<file path="src/rtl/fifo_burst_reader.sv">
// ============================================================================
// Module   : fifo_burst_reader
// Purpose  : Fetches a burst of words from a synchronous FIFO and replays them
//            as a valid/ready stream with last-beat marking.
// Revision : 1.0 - initial release
// ============================================================================
`default_nettype none

module fifo_burst_reader #(
    parameter int WIDTH = 32,
    parameter int LEN_W = 8
) (
    input  logic             clk,
    input  logic             rst_n,
    input  logic             start,
    input  logic [LEN_W-1:0] burst_len,
    output logic             busy,
    output logic             done,
    input  logic             fifo_empty,
    input  logic [WIDTH-1:0] fifo_data,
    output logic             fifo_cs,
    output logic             fifo_rd_en,
    output logic             m_valid,
    input  logic             m_ready,
    output logic [WIDTH-1:0] m_data,
    output logic             m_last
);

    localparam logic [LEN_W-1:0] LEN_ONE = LEN_W'(1);

    typedef enum logic [1:0] {
        S_IDLE  = 2'd0,
        S_BURST = 2'd1,
        S_DRAIN = 2'd2
    } state_t;

    state_t           state_q, state_d;
    logic [LEN_W-1:0] len_q, len_d;
    logic [LEN_W-1:0] issued_q, issued_d;
    logic [LEN_W-1:0] delivered_q, delivered_d;
    logic [1:0]       occ_q, occ_d;
    logic             head_q, head_d;
    logic             pend_q, pend_d;
    logic             done_q, done_d;
    logic [WIDTH-1:0] buf_q [2];
    logic [WIDTH-1:0] buf_d [2];

    logic             pop;
    logic             rd;
    logic             tail;
    logic [2:0]       committed;
    logic [2:0]       capacity;

    assign m_valid    = (occ_q != 2'd0);
    assign pop        = m_valid & m_ready;
    assign m_data     = buf_q[head_q];
    assign m_last     = m_valid && (delivered_q == (len_q - LEN_ONE));
    assign busy       = (state_q != S_IDLE);
    assign fifo_cs    = busy;
    assign done       = done_q;

    // A read is only issued when the slot it will land in is already free,
    // counting the word still in flight from the previous cycle.
    assign committed  = {1'b0, occ_q} + {2'b00, pend_q};
    assign capacity   = 3'd2 + {2'b00, pop};
    assign rd         = (state_q == S_BURST) && !fifo_empty &&
                        (issued_q < len_q) && (committed < capacity);
    assign fifo_rd_en = rd;

    always_comb begin
        state_d     = state_q;
        len_d       = len_q;
        issued_d    = issued_q;
        delivered_d = delivered_q;
        head_d      = head_q;
        done_d      = 1'b0;
        pend_d      = rd;
        buf_d       = buf_q;
        tail        = head_q ^ occ_q[0];

        if (pend_q) begin
            buf_d[tail] = fifo_data;
        end
        occ_d = occ_q + {1'b0, pend_q} - {1'b0, pop};
        if (pop) begin
            head_d      = ~head_q;
            delivered_d = delivered_q + LEN_ONE;
        end
        if (rd) begin
            issued_d = issued_q + LEN_ONE;
        end

        case (state_q)
            S_IDLE: begin
                if (start) begin
                    if (burst_len != '0) begin
                        len_d       = burst_len;
                        issued_d    = '0;
                        delivered_d = '0;
                        state_d     = S_BURST;
                    end else begin
                        done_d = 1'b1;
                    end
                end
            end
            S_BURST: begin
                if (rd && ((issued_q + LEN_ONE) == len_q)) begin
                    state_d = S_DRAIN;
                end
            end
            S_DRAIN: begin
                if (pop && m_last) begin
                    state_d = S_IDLE;
                    done_d  = 1'b1;
                end
            end
            default: state_d = S_IDLE;
        endcase
    end

    always_ff @(posedge clk or negedge rst_n) begin
        if (!rst_n) begin
            state_q     <= S_IDLE;
            len_q       <= '0;
            issued_q    <= '0;
            delivered_q <= '0;
            occ_q       <= 2'd0;
            head_q      <= 1'b0;
            pend_q      <= 1'b0;
            done_q      <= 1'b0;
            buf_q[0]    <= '0;
            buf_q[1]    <= '0;
        end else begin
            state_q     <= state_d;
            len_q       <= len_d;
            issued_q    <= issued_d;
            delivered_q <= delivered_d;
            occ_q       <= occ_d;
            head_q      <= head_d;
            pend_q      <= pend_d;
            done_q      <= done_d;
            buf_q[0]    <= buf_d[0];
            buf_q[1]    <= buf_d[1];
        end
    end

endmodule

`default_nettype wire

</file>
<file path="config.mk">
export PLATFORM = sky130hd
export DESIGN_NAME = fifo_burst_reader
export DESIGN_NICKNAME = d
export VERILOG_FILES = /design/src/rtl/fifo_burst_reader.sv
export SDC_FILE = /design/constraint.sdc
export NUM_CORES = 1
export LEC_CHECK = 0
export BUFFER_PORTS_ARGS = -buffer_cell sky130_fd_sc_hd__buf_4
export CAP_MARGIN = 20
export CORE_MARGIN = 4
export CORE_UTILIZATION = 55
export CTS_BUF_LIST = sky130_fd_sc_hd__clkbuf_8
export DETAILED_ROUTE_END_ITERATION = 7
export PLACE_DENSITY_LB_ADDON = 0.08
export SETUP_SLACK_MARGIN = 0.5
export SLEW_MARGIN = 20
export SYNTH_ARGS = -nofsm -noshare
export SYNTH_HDL_FRONTEND = slang
export SYNTH_SLANG_ARGS = --single-unit
</file>
<file path="constraint.sdc">
create_clock -name clk -period 4.45 [get_ports clk]
set_clock_uncertainty 0.05 [all_clocks]
set_input_delay 0.445 -clock clk [delete_from_list [all_inputs] [get_ports clk]]
set_output_delay 0.445 -clock clk [all_outputs]
set_load 0.02 [all_outputs]
</file>
Yosys cells after proc, flatten, opt, wreduce, memory -nomap -nowiden. Cells that the tools add are included.

Mux-type cells: 23. Multiply operators: 0. Eq/ne operators: 8. Bitwise gates (word level): 5. Shift-type cells: 0. Magnitude comparators: 5. Reductions and logical operators: 14. $add $sub $neg: 7. Divide/modulo/power cells: 0.

Operators by type and width (number): 32-bit 2-to-1 mux (4); 64-bit bitwise mux (1); 8-bit 2-to-1 mux (8); 32-bit demux with 1-bit select (1); 8-bit by 1-bit adder with 8-bit output, second input constant (2); 8-bit == test (2); 8-bit < comparator (1); 2-bit 2-to-1 mux (4); 8-bit nonzero test (1); 8-bit by 1-bit subtractor with 8-bit output, second input constant (1); 1-bit logical AND (7); 2-bit != test, second input constant (3); 2-bit case mux with 3 select lines (1); 2-bit >= comparator, second input constant (2); 1-bit NOT with 2-bit output (2); 4-bit AND reduction (1); 2-bit nonzero test (2); 2-bit by 1-bit adder with 3-bit output (1); 2-bit by 1-bit adder with 3-bit output, first input constant (1); 3-bit < comparator (1); 1-bit 2-to-1 mux (3); 3-bit AND reduction (1); 2-bit by 1-bit adder with 2-bit output (1); 2-bit by 1-bit == test with 1-bit output, second input constant (1); 10 further kinds (10).

Bits in read-only memories: 0. RAM bits: 0. Flip-flop bits (word level): 95. Logic and storage cells: 72. Memories kept: 0. Bits in latches: 0.

Logic depth before layout (Yosys ltp).
Depth in word-level cells: 9. Mapped depth: 9. Depth with buffers taken out: 8.

Worst setup path before layout. Ideal clock, no wire load.

Path kind: register to register. From: register len_q[4]. To: register state_q[0]. Path slack: 1.833 ns. Path buffers: 1. Cell stages (with the launch flop): 9. Arrival: 2.447 ns. Library setup time: 0.120 ns. Required time: 4.280 ns. Clock period less this slack: 2.617 ns. Cells stage by stage: dfrtp_1 -> clkbuf_1 -> inv_1 -> ha_1 -> a211o_1 -> o2111ai_1 -> nand2_2 -> or4_1 -> a31o_1.

Word-level cells in the longest chain between the ends: 6. Elaborated cells between the ends (all ways): 12. Those cells by class: add/sub (1); order compare (1); eq/ne (4); reduce/logical (6).

Ends and longest elaborated chain: start: declaration (RTL line 38) `logic [LEN_W-1:0] len_q, len_d;`; start signal: assignment (RTL line 135) `len_q <= len_d;`; 8-bit by 1-bit subtractor with 8-bit output or 8-bit < comparator (tied branches) (RTL line 57, 67); 8-bit == test or 1-bit logical AND (tied branches) (RTL line 57, 66); 1-bit logical AND (on tied branches) (RTL line 57, 67); 1-bit logical AND (on tied branches) (RTL line 112, 107); 2-bit != test (no line) or 2-bit by 1-bit != test with 1-bit output (tied branches); 4-bit AND reduction (no line) *; end signal: assignment (RTL line 134) `state_q <= state_d;`; end: declaration (RTL line 37) `state_t state_q, state_d;`.

Every way passes the cells marked *; elsewhere a longest branch is shown, timed or not. A chain may end at the register's enable or synchronous reset.

Worst setup path in the final report.
From: register len_q[0]. To: output port m_last.

Word-level cells in the longest chain between the ends: 3.

Ends and longest elaborated chain: 8-bit by 1-bit subtractor with 8-bit output (RTL line 57) `assign m_last = m_valid && (delivered_q == (len_q - LEN_ONE));`; 8-bit == test (RTL line 57); 1-bit logical AND (RTL line 57); end: declaration (RTL line 26) `output logic m_last`.

Every way passes these cells.

==> summary.md <==
| Metric | Value |
|---|---|
| Status | `complete, no violations` |
| Clk slew on worst S/H paths | `90 ps` |
| I/O pin count | `83` |
| CP max FO | `6` |
| Ant. Diodes | `0` |
| Avg Inst Size Synth | `roughly 12 µm²` |
| CTS buffer count | `9` |
| Final Hold Fails | `0` |
| # resized after CTS | `0` |
| Final setup viols | `0` |
| Syn Inst Count | `slightly below 400` |
| TritonCTS clock tree | `built` |
| Unrepaired setup endpoints after global routing | `no` |
| Top cells by area, synth | `dfrtp_1 (49%), mux2_2 (21%), ha_1 (3.9%)` |
| Global route overflow | `0` |
| Routability cong. | `0.9241` |
| Total power | `around 2.3 mW` |
| Routed vias/inst | `5.540` |
| H-tree depth | `3` |
| Slew at the pin closest to its max-slew limit | `876.6 ps` |
| Port bufs | `82` |
| DP HPWL | `7027 µm` |
| First-pass GRT wire length | `16220 µm` |
| Max Cap Violations | `0` |
| Post-Syn Area | `0.004811 mm²` |
| Drt drc | `0` |
| Nets@finish | `532` |
| Placed insts | `approximately 570` |
| CTS Buffer Depth | `2` |
| Pleak | `2.610 nW` |
| Reg2Reg Depth | `7` |
| Reg-to-reg startpoint | `len_q[5]` |
| Worst-skew pair later-pin latency | `350 ps` |
| Vias in the first global route | `3323` |
| First DRT Iteration DRCs | `78` |
| # rows | `33` |
| #FFs+latches synth | `95` |
| Antenna Nets Post-Route | `0` |
| Ys async rst share | `100.0%` |
| WL per Instance | `16.66 µm` |
| Clock sinks | `95` |
| Synthesis Warnings | `0` |
| Area after DPL | `around 0.0055 mm²` |
| Setup crit end kind | `primary output` |
| Peak Freq | `0.3306 GHz` |
| Slew HR | `between 40% and 50%` |
| Vias | `between 3000 and 4000` |
| Share of cells above drive strength 1 | `~42%` |
| Max Slew Vio Count | `0` |
| Register area share after synthesis | `around half` |
| Critical Path RT | `between 3000 and 4000 ps` |
| Core area | `0.008382 mm²` |
| Layout area overhead | `18.28%` |
| Largest net degree at the start of global routing | `64` |
| Power Density | `408.6 mW/mm²` |
| Final period util | `67.97%` |
| Drt total wl | `about 9700 µm` |
| CP Data Arrival Time | `about 2500 ps` |
| Setup_tns | `0 ps` |
| Min Tclk post-route | `a little over 3000 ps` |
| Leading area contributor after synthesis | `dfrtp_1` |
| Die Height | `about 100 µm` |
| Setup Buffers After CTS | `0` |
| Hold-fix buffers, CTS | `0` |
| Initial antenna violation count | `0` |
| CP Class | `flop to primary output` |
| CTS Root Cell | `clkbuf_8` |
| Peak supply drop | `0.2799 mV` |
| Crit path launch type | `flop` |
| Syn_nets | `458` |
| Worst Hold Class | `input port to asynchronous set/reset pin` |
| DRT Pass-1 Iters | `4` |
| Primary FF master, synth | `dfrtp_1` |
| Share of the synthesized area in the top cell type | `around 49%` |
| Post-synth EDFFs | `0` |
| Global Route Usage Sum | `20.06%` |
| Final std cells w/o fill | `581` |
| Die W | `slightly above 100 µm` |
| Starting density of the core | `57.40%` |
| Yosys cell types | `44` |
| Capturing point of the worst reg2reg path | `state_q[0]` |
| Die ar. | `0.01031 mm²` |
| R2R setup slack | `~1600 ps` |
| Design area | `0.005690 mm²` |
-- cell usage in the layout, fill, tap and decap left out, types with 2 or more instances in the layout --
| cell type | Yosys | final |
|---|---|---|
| nor4_1 | 3 | 3 |
| or4_1 | 3 | 3 |
| nor3b_1 | 2 | 2 |
| o21ai_0 | 3 | 3 |
| nand2b_1 | 4 | 3 |
| o2111ai_1 | 2 | 2 |
| buf_4 | 4 | 85 |
| mux2i_1 | 2 | 2 |
| nand4_1 | 5 | 5 |
| o21ai_1 | 11 | 11 |
| or2_2 | 2 | 2 |
| a31o_1 | 2 | 2 |
| dfrtp_1 | 95 | 95 |
| mux2_1 | 6 | 6 |
| xnor2_1 | 16 | 16 |
| and3_2 | 1 | 2 |
| nor3_1 | 5 | 5 |
| a21oi_1 | 8 | 8 |
| mux2_2 | 90 | 90 |
| nand3_1 | 9 | 9 |
| xor2_1 | 17 | 17 |
| and3_1 | 3 | 2 |
| clkbuf_8 | 0 | 10 |
| a211o_1 | 2 | 2 |
| nand2_1 | 18 | 18 |
| nand3b_1 | 2 | 2 |
| nor2_1 | 21 | 21 |
| inv_1 | 15 | 15 |
| ha_1 | 15 | 15 |
-- logic make-up after synthesis --
| family | count (synthesis) | share of synthesized area [%] |
|---|---|---|
| DFF | 95 | 49.41 |
| adders and majority gates | 15 | 3.901 |
| xor gates and xnor gates | 34 | 6.346 |
| muxes | 98 | 22.89 |
| and+or+nand+nor | 84 | 9.337 |
| AOI/OAI and AO/OA | 34 | 4.838 |
| buffers and inverters | 38 | 3.277 |
-- registers in the layout, indices dropped and copies added (netlist names) --
signal / cells
buf_q: 64
delivered_q: 8
issued_q: 8
len_q: 8
occ_q: 2
state_q: 2
done: 1
head_q: 1
pend_q: 1
-- synth_stat cells, drive strengths merged (3+ instances only) --
| library cell | instances |
|---|---|
| buf | 9 |
| nand2b | 4 |
| or4 | 3 |
| nor2 | 22 |
| ha | 15 |
| nand4 | 6 |
| nand3 | 10 |
| nand2 | 19 |
| mux2 | 96 |
| nor4 | 3 |
| nor3 | 5 |
| and3 | 4 |
| xor2 | 17 |
| dfrtp | 95 |
| xnor2 | 17 |
| inv | 16 |
| a21oi | 8 |
| clkbuf | 13 |
| o21ai | 14 |
-- per-layer routing --
layer | share of wire, % | GRT usage, % | up-vias
met1 | 43 | 26.61 | 1581
li1 | - | - | 1543
met5 | 0 | 0 | -
met3 | 6.3 | 4.270 | 12
met2 | 49 | 33.00 | 83
met4 | 1.7 | 6.544 | 0
-- per-stage QoR --
stage | hold slack, ps | utilization (%) | setup WS (ps)
6_report | 114.1 | 67.89 | 1425
5_1_grt | 169.6 | 67.89 | 1226
4_1_cts | 148.6 | 67.88 | 1404
3_5_place_dp | 426.9 | 65.44 | 1625
3_3_place_gp | 417.5 | 65.44 | 1702
2_1_floorplan | 99.41 | - | 1833
-- worst max-delay path by stage --
stage,startpoint,end,slack [ps],cells past startpoint
floorplan,len_q[4],state_q[0],1830,8
global placement,len_q[5],state_q[0],1700,7
detailed placement,len_q[5],state_q[0],1620,7
CTS,len_q[0],m_last,1400,5
global route,len_q[5],fifo_rd_en,1230,7
finish,len_q[0],m_last,1430,5
-- critical path, cell delays in order, from the launching register on --
cell	delay [ps]
dfrtp_1	470
or4_1	530
a2111oi_0	370
nor3_1	130
a2111oi_4	450
buf_4	220
-- area by class of cell --
cell class                 count  area [µm²]
inverter                      16       60.06
sequential                    95        2377
clock inverter                 5       66.31
clock buffer                  10       137.6
multi-input combinational    265        2280
tap                          105       131.4
timing repair buffer          85       638.1
fill                         677        2691
-- report_power, final --
group / internal, mW / switching [mW] / leakage, nW
logic: 0.361 / 0.360 / 1.40
clock network: 0.279 / 0.310 / 0.101
registers: 0.935 / 0.0787 / 1.11
Power figures use the tool's default switching activity.
